===== src/rtl/fp_div_pkg.sv =====
// Shared types and helpers for the iterative floating-point divider.
// Word builders work on a 64-bit container; callers truncate to their word width.
package fp_div_pkg;

  localparam int MAX_W = 64;
  typedef logic [MAX_W-1:0] fp_word_t;

  typedef enum logic [1:0] {IDLE, ITER, NORM, DONE} state_e;
  typedef enum logic [1:0] {CLS_ZERO, CLS_NORMAL, CLS_INF, CLS_NAN} fp_class_e;

  localparam int FLAG_INVALID   = 3;
  localparam int FLAG_DIV_ZERO  = 2;
  localparam int FLAG_OVERFLOW  = 1;
  localparam int FLAG_UNDERFLOW = 0;

  function automatic fp_word_t fp_field_mask(input int width);
    return (fp_word_t'(1) << width) - fp_word_t'(1);
  endfunction

  function automatic fp_word_t fp_make_qnan(input int exp_w, input int man_w);
    return (fp_field_mask(exp_w) << man_w) | (fp_word_t'(1) << (man_w - 1));
  endfunction

  function automatic fp_word_t fp_make_inf(input logic sign, input int exp_w, input int man_w);
    return (fp_word_t'(sign) << (exp_w + man_w)) | (fp_field_mask(exp_w) << man_w);
  endfunction

  function automatic fp_word_t fp_make_zero(input logic sign, input int exp_w, input int man_w);
    return fp_word_t'(sign) << (exp_w + man_w);
  endfunction

  // Denormals (exponent 0, fraction nonzero) classify as zero: they are flushed.
  function automatic fp_class_e fp_classify(input fp_word_t word, input int exp_w, input int man_w);
    fp_word_t e_fld;
    fp_word_t f_fld;
    e_fld = (word >> man_w) & fp_field_mask(exp_w);
    f_fld = word & fp_field_mask(man_w);
    if (e_fld == '0) return CLS_ZERO;
    if (e_fld != fp_field_mask(exp_w)) return CLS_NORMAL;
    return (f_fld == '0) ? CLS_INF : CLS_NAN;
  endfunction

endpackage


===== src/rtl/fp_div_mant_iter.sv =====
// Restoring divider for normalised mantissas {1,frac}: one quotient bit per cycle,
// MAN_W+2 bits MSB first (integer bit, then MAN_W+1 fraction bits).
module fp_div_mant_iter #(
  parameter int MAN_W = 23
) (
  input  logic             clk,
  input  logic             rst,
  input  logic             start,
  input  logic [MAN_W:0]   dividend,
  input  logic [MAN_W:0]   divisor,
  output logic             busy,
  output logic             done,
  output logic [MAN_W+1:0] quot
);

  localparam int QW    = MAN_W + 2;
  localparam int CNT_W = $clog2(QW + 1);

  logic [MAN_W+1:0] rem_reg;
  logic [MAN_W:0]   div_reg;
  logic [QW-1:0]    quot_reg;
  logic [CNT_W-1:0] cnt_reg;
  logic             busy_reg;
  logic             done_reg;

  logic [MAN_W+1:0] div_ext;
  logic [MAN_W+1:0] rem_step;
  logic [MAN_W+1:0] rem_next;
  logic             ge;

  // The remainder stays below the divisor after each step, so the doubled
  // remainder never overflows MAN_W+2 bits.
  always_comb begin
    div_ext  = {1'b0, div_reg};
    ge       = (rem_reg >= div_ext);
    rem_step = ge ? (rem_reg - div_ext) : rem_reg;
    rem_next = {rem_step[MAN_W:0], 1'b0};
  end

  always_ff @(posedge clk or negedge rst) begin
    if (!rst) begin
      rem_reg  <= '0;
      div_reg  <= '0;
      quot_reg <= '0;
      cnt_reg  <= '0;
      busy_reg <= 1'b0;
      done_reg <= 1'b0;
    end else begin
      done_reg <= 1'b0;
      if (start) begin
        rem_reg  <= {1'b0, dividend};
        div_reg  <= divisor;
        quot_reg <= '0;
        cnt_reg  <= CNT_W'(QW);
        busy_reg <= 1'b1;
      end else if (busy_reg) begin
        rem_reg  <= rem_next;
        quot_reg <= {quot_reg[QW-2:0], ge};
        cnt_reg  <= cnt_reg - CNT_W'(1);
        if (cnt_reg == CNT_W'(1)) begin
          busy_reg <= 1'b0;
          done_reg <= 1'b1;
        end
      end
    end
  end

  assign busy = busy_reg;
  assign done = done_reg;
  assign quot = quot_reg;

endmodule


===== src/rtl/fp_div_iter.sv =====
// Handshaked iterative floating-point divider / reciprocal unit with IEEE
// special-case handling, truncating rounding and flush-to-zero.
module fp_div_iter
  import fp_div_pkg::*;
#(
  parameter int EXP_W = 8,
  parameter int MAN_W = 23
) (
  input  logic                     clk,
  input  logic                     rst,
  input  logic                     in_val,
  output logic                     in_rdy,
  input  logic                     recip_mode,
  input  logic [EXP_W+MAN_W:0]     num,
  input  logic [EXP_W+MAN_W:0]     den,
  output logic                     out_val,
  input  logic                     out_rdy,
  output logic [EXP_W+MAN_W:0]     quo,
  output logic [3:0]               flags
);

  localparam int W    = 1 + EXP_W + MAN_W;
  localparam int BIAS = (2 ** (EXP_W - 1)) - 1;
  localparam int EW   = EXP_W + 2;
  localparam logic signed [EW-1:0] EXP_MAX = EW'((2 ** EXP_W) - 1);
  localparam logic signed [EW-1:0] EXP_MIN = EW'(1);
  localparam logic [W-1:0] ONE_WORD = {1'b0, EXP_W'(BIAS), {MAN_W{1'b0}}};

  state_e state_reg, state_next;

  logic                 sign_reg;
  logic signed [EW-1:0] exp_reg;
  logic                 spec_reg;
  logic [W-1:0]         spec_word_reg;
  logic [3:0]           spec_flags_reg;
  logic [W-1:0]         quo_reg;
  logic [3:0]           flags_reg;

  logic                 accept;
  logic [W-1:0]         num_eff;
  fp_class_e            cls_n, cls_d;
  logic                 sign_q;
  logic signed [EW-1:0] exp_base;
  logic                 spec_hit;
  logic [W-1:0]         spec_word;
  logic [3:0]           spec_flags;

  logic                 core_busy;
  logic                 core_done;
  logic [MAN_W+1:0]     core_quot;

  logic                 q_msb;
  logic [MAN_W-1:0]     norm_frac;
  logic signed [EW-1:0] exp_fin;
  logic [W-1:0]         res_word;
  logic [3:0]           res_flags;

  assign accept = in_val && (state_reg == IDLE);

  // Operand decode at accept; special results are decided here and latched.
  always_comb begin
    num_eff    = recip_mode ? ONE_WORD : num;
    cls_n      = fp_classify(fp_word_t'(num_eff), EXP_W, MAN_W);
    cls_d      = fp_classify(fp_word_t'(den), EXP_W, MAN_W);
    sign_q     = num_eff[W-1] ^ den[W-1];
    exp_base   = EW'(num_eff[W-2 -: EXP_W]) - EW'(den[W-2 -: EXP_W]) + EW'(BIAS);
    spec_hit   = 1'b1;
    spec_word  = '0;
    spec_flags = '0;
    if (cls_n == CLS_NAN || cls_d == CLS_NAN ||
        (cls_n == CLS_ZERO && cls_d == CLS_ZERO) ||
        (cls_n == CLS_INF && cls_d == CLS_INF)) begin
      spec_word                = W'(fp_make_qnan(EXP_W, MAN_W));
      spec_flags[FLAG_INVALID] = 1'b1;
    end else if (cls_n == CLS_NORMAL && cls_d == CLS_ZERO) begin
      spec_word                 = W'(fp_make_inf(sign_q, EXP_W, MAN_W));
      spec_flags[FLAG_DIV_ZERO] = 1'b1;
    end else if (cls_n == CLS_INF) begin
      spec_word = W'(fp_make_inf(sign_q, EXP_W, MAN_W));
    end else if (cls_n == CLS_ZERO || cls_d == CLS_INF) begin
      spec_word = W'(fp_make_zero(sign_q, EXP_W, MAN_W));
    end else begin
      spec_hit = 1'b0;
    end
  end

  fp_div_mant_iter #(
    .MAN_W(MAN_W)
  ) u_mant (
    .clk      (clk),
    .rst      (rst),
    .start    (accept),
    .dividend ({1'b1, num_eff[MAN_W-1:0]}),
    .divisor  ({1'b1, den[MAN_W-1:0]}),
    .busy     (core_busy),
    .done     (core_done),
    .quot     (core_quot)
  );

  // Quotient lies in [0.5,2); a clear MSB means one normalising shift.
  always_comb begin
    q_msb     = core_quot[MAN_W+1];
    norm_frac = q_msb ? core_quot[MAN_W:1] : core_quot[MAN_W-1:0];
    exp_fin   = q_msb ? exp_reg : (exp_reg - EW'(1));
    res_word  = {sign_reg, exp_fin[EXP_W-1:0], norm_frac};
    res_flags = '0;
    if (spec_reg) begin
      res_word  = spec_word_reg;
      res_flags = spec_flags_reg;
    end else if (exp_fin >= EXP_MAX) begin
      res_word                 = W'(fp_make_inf(sign_reg, EXP_W, MAN_W));
      res_flags[FLAG_OVERFLOW] = 1'b1;
    end else if (exp_fin < EXP_MIN) begin
      res_word                  = W'(fp_make_zero(sign_reg, EXP_W, MAN_W));
      res_flags[FLAG_UNDERFLOW] = 1'b1;
    end
  end

  always_ff @(posedge clk or negedge rst) begin
    if (!rst) state_reg <= IDLE;
    else      state_reg <= state_next;
  end

  always_comb begin
    state_next = state_reg;
    in_rdy     = 1'b0;
    out_val    = 1'b0;
    case (state_reg)
      IDLE: begin
        in_rdy = 1'b1;
        if (in_val) state_next = ITER;
      end
      ITER: if (core_done && !core_busy) state_next = NORM;
      NORM: state_next = DONE;
      DONE: begin
        out_val = 1'b1;
        if (out_rdy) state_next = IDLE;
      end
      default: state_next = IDLE;
    endcase
  end

  always_ff @(posedge clk or negedge rst) begin
    if (!rst) begin
      sign_reg       <= 1'b0;
      exp_reg        <= '0;
      spec_reg       <= 1'b0;
      spec_word_reg  <= '0;
      spec_flags_reg <= '0;
      quo_reg        <= '0;
      flags_reg      <= '0;
    end else begin
      if (accept) begin
        sign_reg       <= sign_q;
        exp_reg        <= exp_base;
        spec_reg       <= spec_hit;
        spec_word_reg  <= spec_word;
        spec_flags_reg <= spec_flags;
      end
      if (state_reg == NORM) begin
        quo_reg   <= res_word;
        flags_reg <= res_flags;
      end
    end
  end

  assign quo   = quo_reg;
  assign flags = flags_reg;

endmodule


===== config.mk =====
export PLATFORM = sky130hd
export DESIGN_NAME = fp_div_iter
export DESIGN_NICKNAME = d
export VERILOG_FILES = /design/src/rtl/fp_div_pkg.sv /design/src/rtl/fp_div_mant_iter.sv /design/src/rtl/fp_div_iter.sv
export SDC_FILE = /design/constraint.sdc
export NUM_CORES = 1
export LEC_CHECK = 0
export ABC_CLOCK_PERIOD_IN_PS = 4600
export BUFFER_PORTS_ARGS = -buffer_cell sky130_fd_sc_hd__buf_2
export CAP_MARGIN = 20
export CORE_MARGIN = 2
export CORE_UTILIZATION = 40
export CTS_CLUSTER_DIAMETER = 120
export DETAILED_ROUTE_END_ITERATION = 16
export PLACE_DENSITY = 0.66
export SLEW_MARGIN = 20
export SYNTH_ARGS = -nofsm -noshare
export SYNTH_HDL_FRONTEND = slang
export SYNTH_HIERARCHICAL = 1
export SYNTH_SLANG_ARGS = --single-unit

===== constraint.sdc =====
create_clock -name clk -period 4.6 [get_ports clk]
set_input_delay 0.69 -clock clk [delete_from_list [all_inputs] [get_ports clk]]
set_output_delay 0.69 -clock clk [all_outputs]
set_load 0.01 [all_outputs]

Yosys cells after proc, flatten, opt, wreduce, memory -nomap -nowiden

Cells that the tools add are included.

Register bits: 165
Bits in latches: 0
Memory bits (writable): 0
Bits in read-only memories: 0
Input bits: 69
Output and inout port bits: 38
Word-level logic and storage cells: 113
Memories kept: 0

Add/subtract/negate cells: 5
$mul: 0
Divide/modulo/power cells: 0
Magnitude comparators: 3
Equal/unequal tests: 14
Shift-type cells: 0
Multiplexer cells: 57
Bitwise logic cells: 1
Reductions and logical operators: 19

Operators with widths:

| operator              | number |
|---|---|
| $logic_not 64->1      | 4 |
| $mux 32               | 6 |
| $mux 25               | 4 |
| $mux 31               | 2 |
| $mux 1                | 26 |
| $mux 2                | 13 |
| $ge 25x24->1          | 1 |
| $mux 24               | 1 |
| $sub 24x24->24        | 1 |
| $mux 23               | 1 |
| $ne 8x8->1 const B    | 2 |
| $eq 2x2->1 const B    | 6 |
| $add 9x8->10 const B  | 1 |
| $ge 10x9->1 const B   | 1 |
| $lt 10x2->1 const B   | 1 |
| $mux 10               | 1 |
| $mux 5                | 2 |
| $sub 10x2->10 const B | 1 |
| $sub 8x8->9           | 1 |
| $pmux 2 s4            | 1 |
| $logic_not 2->1       | 3 |
| $ne 2x2->1 const B    | 3 |
| $eq 5x1->1 const B    | 1 |
| $logic_and 1x1->1     | 5 |
| 7 further kinds       | 11 |

Logic depth before layout (Yosys ltp)

Gate-level depths: netlist of run 1.

Depth in word-level cells: 12
Mapped depth: 12
Depth with buffers taken out: 12

Modules after synthesis

Netlist of run 1, hierarchy kept.

By module, submodules not included:

| module           | instances | cells each | area an instance (µm²) | sequential area each (µm²) |
|---|---|---|---|---|
| fp_div_mant_iter | 1         | 517        | 4913.5                 | 2026.9 |
| fp_div_iter      | 1         | 402        | 3681.0                 | 1351.3 |

Worst setup path before layout of run 1

OpenSTA, ideal clock, no wires.

Path kind: input to register
Start: in recip_mode
End: reg exp_reg[8]
Setup time: 127 ps
Arrival: 3006 ps
Required time: 4473 ps
Path slack: 1467 ps
Stages on the path: 10
Buffers on the path: 2
Cell sequence: clkbuf_1 > clkbuf_1 > or2_2 > ha_1 > nand2b_1 > a211oi_1 > o31ai_1 > a221oi_1 > a2111o_1 > nand3_1

Longest elaborated chain between the ends: 3

RTL lines:

| item                   | RTL line           | RTL |
|---|---|---|
| start: declaration     | fp_div_iter.sv:13  | `input logic recip_mode,` |
| $mux 32                | fp_div_iter.sv:62  | `num_eff = recip_mode ? ONE_WORD : num;` |
| $sub 8x8->9            | fp_div_iter.sv:66  | `exp_base = EW'(num_eff[W-2 -: EXP_W]) - EW'(den[W-2 -: EXP_W]) + EW'(BIAS);` |
| $add 9x8->10           | fp_div_iter.sv:66  |  |
| end signal: assignment | fp_div_iter.sv:155 | `exp_reg <= exp_base;` |
| end: declaration       | fp_div_iter.sv:32  | `logic signed [EW-1:0] exp_reg;` |

Every way passes these cells.
A chain may end at the register's enable or synchronous reset.

Worst setup path after layout of run 1

Start: reg u_mant.rem_reg[4]
End: reg u_mant.rem_reg[13]

Longest elaborated chain between the ends: 4
Elaborated cells on any way between the ends: 5
Classes of those cells: add/sub: 1; order compare: 1; mux: 3

RTL lines:

| item                                                  | RTL line                                       | RTL |
|---|---|---|
| start: declaration                                    | fp_div_mant_iter.sv:19                         | `logic [MAN_W+1:0] rem_reg;` |
| start signal: assignment                              | fp_div_mant_iter.sv:51                         | `rem_reg <= {1'b0, dividend};` |
| start signal: assignment                              | fp_div_mant_iter.sv:57                         | `rem_reg <= rem_next;` |
| $sub 24x24->24 / $ge 25x24->1 (equally long branches) | fp_div_mant_iter.sv:36, fp_div_mant_iter.sv:35 |  |
| $mux 24 (*)                                           | fp_div_mant_iter.sv:36                         | `rem_step = ge ? (rem_reg - div_ext) : rem_reg;` |
| $mux 25 (*)                                           | fp_div_mant_iter.sv:56                         | `end else if (busy_reg) begin` |
| $mux 25 (*)                                           | fp_div_mant_iter.sv:50                         | `if (start) begin` |

Every way passes the cells marked *; elsewhere a longest branch is shown, timed or not. The select of a mux whose other input is x is not followed.

==> flow_summary.json, run 1 <==
{
  "clk_latency_ns": 0.42,
  "cts_setup_buffers": 0,
  "tightest_slew_ns": 0.923,
  "synth_fa_ha_area_share_pct": 6.29,
  "cp.arrival_ns": 3.73,
  "max-slew-margin-rel_pct": 38.4,
  "drive_gt1_share_pct": 17.3,
  "ant_nets": 0,
  "hold_viol": 0,
  "worstPathCellList": "ha_1, and2_4, nand3_1, nor4b_1, or4b_1, nand3_1, a31o_1, buf_4, mux2i_1, o21ai_1",
  "fp.coreArea_um2": 21100,
  "clock-sinks": 135,
  "fmax_mhz": 289,
  "hold_class": "in2async",
  "cts_root_buffer": "clkbuf_16",
  "antenna_found_initial": 0,
  "initial_utilization_pct": 40.8,
  "grt_max_degree": 110,
  "finalWirelength_um": 20300,
  "cpMaxStageDelayCell": "a31o_1",
  "synthToLayoutAreaGrowth_pct": 15.5,
  "diodes": 0,
  "final_cell_mix": "dfrtp_1, buf_2, nand2_1, mux2i_1, nor2_1",
  "layout_commonest_cell": "dfrtp_1",
  "synth_async_sr_flop_share_pct": 100,
  "synth_top_family_by_area": "simple AND/OR/NAND/NOR gates",
  "cp.required_ns": 4.87,
  "cts_tree": "built",
  "synth-xor-area-share_pct": 4.57,
  "avgSynthCellArea_um2": 9.35,
  "p_leak_nw": 4.64,
  "portBuffers": 106,
  "fillerInstances": 2049,
  "status": "complete, no violations",
  "synth_flop_cell": "dfrtp_1",
  "post-route-period-util_pct": 75.2,
  "syn_area_um2": 8590,
  "slowest_delay_ns": 0.58,
  "fp.dieArea_um2": 22700,
  "cp_max_fo": 11,
  "yosys_warnings": 6,
  "vias_per_cell": 5.43,
  "grt_pass1_wl_um": 34000,
  "gp_congestion": 0.899,
  "startpoint_type": "flip-flop",
  "postLayoutCoreUtil_pct": 47.1,
  "ff_latch_area_um2": 3380,
  "synth_edf_count": 0,
  "rows": 53,
  "netlist_instances": 919,
  "synth.mux.area_fraction_pct": 7.93,
  "power_mw": 7.66,
  "fin_skew_ns": 0.0110,
  "nNetsFinal": 1119,
  "postCtsResizedCells": 0,
  "post_drt_wl_per_cell_um": 15.6,
  "clockBufferDepth": 2,
  "route.detailed.drc": 0,
  "die_w_um": 151,
  "dr.pass1.iters": 5,
  "grt_usage_pct": 18.6,
  "rsz0062_at_grt": "no",
  "setup_viol": 0,
  "ys_seq_area_share_pct": 39.3,
  "drv_slew": 0,
  "maxCapViolCount": 0,
  "final.setup.tns_ns": 0,
  "num_io_pins": 107,
  "synth_compound_area_share_pct": 18.3,
  "drt_iter0_markers": 422,
  "peakVddDrop_v": 0.000373,
  "grt_remaining_overflow": 0,
  "crit_top_cell": "nand3_1",
  "clk_pin_slew_ns": 0.07,
  "period_needed_ns": 3.46,
  "postCtsHoldBufs": 0,
  "ys_ff_latch": 135,
  "fp.dieH_um": 151,
  "synthSimpleGateAreaFrac_pct": 18.7,
  "htreeDepth": 4,
  "multi_input_area_um2": 4800,
  "end_kind": "flip-flop",
  "dp_hpwl_um": 14400,
  "synth_cell_types": 86,
  "ff2ff_setup_slack_ns": 1.14,
  "vias": 7042,
  "cts_made_buffers": 17,
  "largest_register_ffs": 32,
  "p_per_area_nw_per_um2": 772,
  "crit_type": "reg2reg",
  "grt_pass1_vias": 6878
}
==> critical path, delay by kind of cell (launching register included) <==
| kind | cells | cell delay, ns |
|---|---|---|
| and+or+nand+nor | 5 | 1.29 |
| AOI/OAI and AO/OA | 2 | 0.66 |
| DFF | 1 | 0.40 |
| adders and majority gates | 1 | 0.38 |
| buffers and inverters | 1 | 0.33 |
| muxes | 1 | 0.24 |
==> where the power goes <==
| group | switching, mW | internal [mW] |
|---|---|---|
| clock network | 0.595 | 0.823 |
| registers | 0.397 | 1.69 |
| logic | 2.38 | 1.78 |
| total | 3.37 | 4.29 |
==> area by class of cell <==
type / instances / area share, %
timing repair buffer: 113 / 5.96
inverter: 55 / 2.09
multi-input combinational: 686 / 48.3
clock buffer: 17 / 4.28
sequential: 135 / 34.0
clock inverter: 15 / 1.86
tap: 275 / 3.47
==> cells by family after synthesis <==
family / after synthesis
other cells: 1
flops: 135
simple gates: 301
buf+inv: 99
compound gates: 229
xor+xnor: 44
fa+ha+maj: 42
mux: 68
==> worst paths after layout <==
| kind | from | to | cells past startpoint |
|---|---|---|---|
| min in group clk | sign_reg | sign_reg | 1 |
| max in group asynchronous | rst | u_mant/quot[19] | 2 |
| worst max-delay path | u_mant/rem_reg[4] | u_mant/rem_reg[13] | 10 |
| worst min-delay path | rst | quo[28] | 1 |
| worst min register to register | sign_reg | sign_reg | 1 |
| worst max register to register | u_mant/rem_reg[4] | u_mant/rem_reg[13] | 10 |
==> cell usage after synthesis (22+ instances only) <==
library cell / number / share of area (%)
dfrtp_1: 135 / 39
nand2_1: 68 / 3.0
mux2i_1: 67 / 7.8
nor2_1: 65 / 2.8
inv_1: 54 / 2.4
o21ai_0: 50 / 2.9
a21oi_1: 47 / 2.7
ha_1: 40 / 5.8
nor2b_1: 32 / 2.3
clkbuf_1: 30 / 1.3
xnor2_1: 24 / 2.4
o2bb2ai_1: 23 / 2.3
nand3_1: 22 / 1.3
==> per-stage QoR <==
step / hold WS (ns) / cell area, µm² / std cells / setup slack (ns)
global placement: 0.461 / 9320 / 1264 / 1.00
detailed placement: 0.465 / 9320 / 1264 / 0.900
global route: 0.437 / 9930 / 1296 / 0.899
floorplan: 0.394 / 8600 / 920 / 1.47
CTS: 0.458 / 9930 / 1296 / 1.10
finish: 0.362 / 9930 / 1296 / 1.14
==> per-layer routing <==
| metal | routed length (µm) | GRT usage, % | vias to the layer above |
|---|---|---|---|
| met5 | 0 | 0 | - |
| met4 | 285 | 4.53 | 0 |
| met3 | 887 | 4.03 | 18 |
| met2 | 9290 | 30.3 | 178 |
| met1 | 9810 | 25.3 | 3363 |
| li1 | - | - | 3483 |
No activity file was read; power rests on OpenSTA's default activity.
==> run 2: changes to the inputs <==
ABC_CLOCK_PERIOD_IN_PS = 3600   (was 4600)
clock period = 3.6 ns   (was 4.6 ns; I/O delays follow)
==> flow_summary.json, run 2 (synthesis results as in run 1) <==
{
  "postLayoutCoreUtil_pct": 47.1,
  "antenna_found_initial": 0,
  "post_drt_wl_per_cell_um": 15.8,
  "ant_nets": 0,
  "post-route-period-util_pct": 89.4,
  "layout_commonest_cell": "dfrtp_1",
  "p_per_area_nw_per_um2": 978,
  "rsz0062_at_grt": "no",
  "cp_max_fo": 9,
  "maxCapViolCount": 0,
  "swShare_pct": 44.7,
  "rows": 53,
  "fp.coreArea_um2": 21100,
  "die_w_um": 151,
  "diodes": 0,
  "vias_per_cell": 5.42,
  "gp_congestion": 0.923,
  "comb_power_share_pct": 55.1,
  "status": "complete, no violations",
  "dp_hpwl_um": 14900,
  "place_ws_ns": 0.432,
  "grt_remaining_overflow": 0,
  "fin_skew_ns": 0.0108,
  "tightest_slew_ns": 0.960,
  "setup_viol": 0,
  "clk_latency_ns": 0.43,
  "dr.pass1.iters": 5,
  "hold_class": "in2async",
  "drive_gt1_share_pct": 17.6,
  "drt_iter0_markers": 377,
  "finalWirelength_um": 20500,
  "nNetsFinal": 1122,
  "p_leak_nw": 4.64,
  "grt_pass1_wl_um": 33900,
  "ff2ff_setup_slack_ns": 0.38,
  "fp.dieArea_um2": 22700,
  "cp.arrival_ns": 3.53,
  "setup_slack_ns": 0.380,
  "htreeDepth": 4,
  "crit_type": "reg2reg",
  "fp.dieH_um": 151,
  "final.setup.tns_ns": 0,
  "synthToLayoutAreaGrowth_pct": 15.6,
  "cts_setup_buffers": 0,
  "clock-sinks": 135,
  "end_kind": "flip-flop",
  "clk_pin_slew_ns": 0.07,
  "route.detailed.drc": 0,
  "postCtsResizedCells": 0,
  "vias": 7035,
  "cts_tree": "built",
  "postCtsHoldBufs": 0,
  "cts_made_buffers": 17,
  "power_mw": 9.71,
  "grt_pass1_vias": 6816,
  "cts_root_buffer": "clkbuf_16",
  "netSwitchingPower_mw": 4.35,
  "period_needed_ns": 3.22,
  "portBuffers": 106,
  "clockBufferDepth": 2,
  "grt_max_degree": 86,
  "p_int_mw": 5.37,
  "clockPowerShare_pct": 17.6,
  "largest_register_ffs": 32,
  "startpoint_type": "flip-flop",
  "drv_slew": 0,
  "initial_utilization_pct": 40.8,
  "max-slew-margin-rel_pct": 36.0,
  "peakVddDrop_v": 0.000382,
  "num_io_pins": 107,
  "place_inst": 1267,
  "cp.required_ns": 3.91,
  "final_cell_mix": "dfrtp_1, buf_2, nand2_1, mux2i_1, nor2_1",
  "p_seq_share_pct": 27.3,
  "hold_viol": 0,
  "final_cells": 1299,
  "fmax_mhz": 311,
  "grt_usage_pct": 18.8
}
[run 2: cell type report]
class	count	area, µm²
clock buffers	17	425
clock inverters	15	156
fillers	2027	11200
inverters	55	208
multi-input cells	686	4800
flip-flops and latches	135	3380
well taps	275	344
repair buffers	116	624
[run 2: worst paths after layout]
kind,end,cells past startpoint,from
setup / recovery,u_mant/rem_reg[6],10,u_mant/rem_reg[4]
min in group clk,u_mant/div_reg[6],3,den[6]
max in group asynchronous,u_mant/rem_reg[16],2,rst
hold reg to reg,quo[19],1,quo[19]
setup reg to reg,u_mant/rem_reg[6],10,u_mant/rem_reg[4]
hold / removal,quo[26],1,rst
[run 2: metrics by stage]
step	area, µm²	hold WS [ns]
2_1_floorplan	8600	0.244
3_3_place_gp	9350	0.467
3_5_place_dp	9350	0.468
4_1_cts	9930	0.183
5_1_grt	9930	0.206
6_report	9930	0.145
[run 2: routing by layer]
metal,vias to the layer above,global-route usage (%),wire length (µm)
met5,-,0,0
met2,143,29.9,9490
met1,3389,26.1,10100
li1,3489,-,-
met4,0,5.19,211
met3,14,3.82,720
[run 2: power groups by stage]
stage | logic, mW | clock network, mW | registers, mW
4_1_cts | 5.34 | 1.76 | 2.65
2_1_floorplan | 4.27 | 0 | 2.56
3_5_place_dp | 5.31 | 0 | 2.68
6_report | 5.35 | 1.71 | 2.65
5_1_grt | 5.97 | 1.83 | 2.74
3_3_place_gp | 5.24 | 0 | 2.66
[run 2: critical path, cell delays in order (launching register included)]
cell     delay, ns
dfrtp_1       0.39
ha_1          0.38
and2_4        0.20
nand3_1       0.09
nor4b_1       0.43
or4b_1        0.47
nand3_1       0.15
a31o_1        0.39
buf_4         0.30
mux2i_1       0.22
o21ai_1       0.07
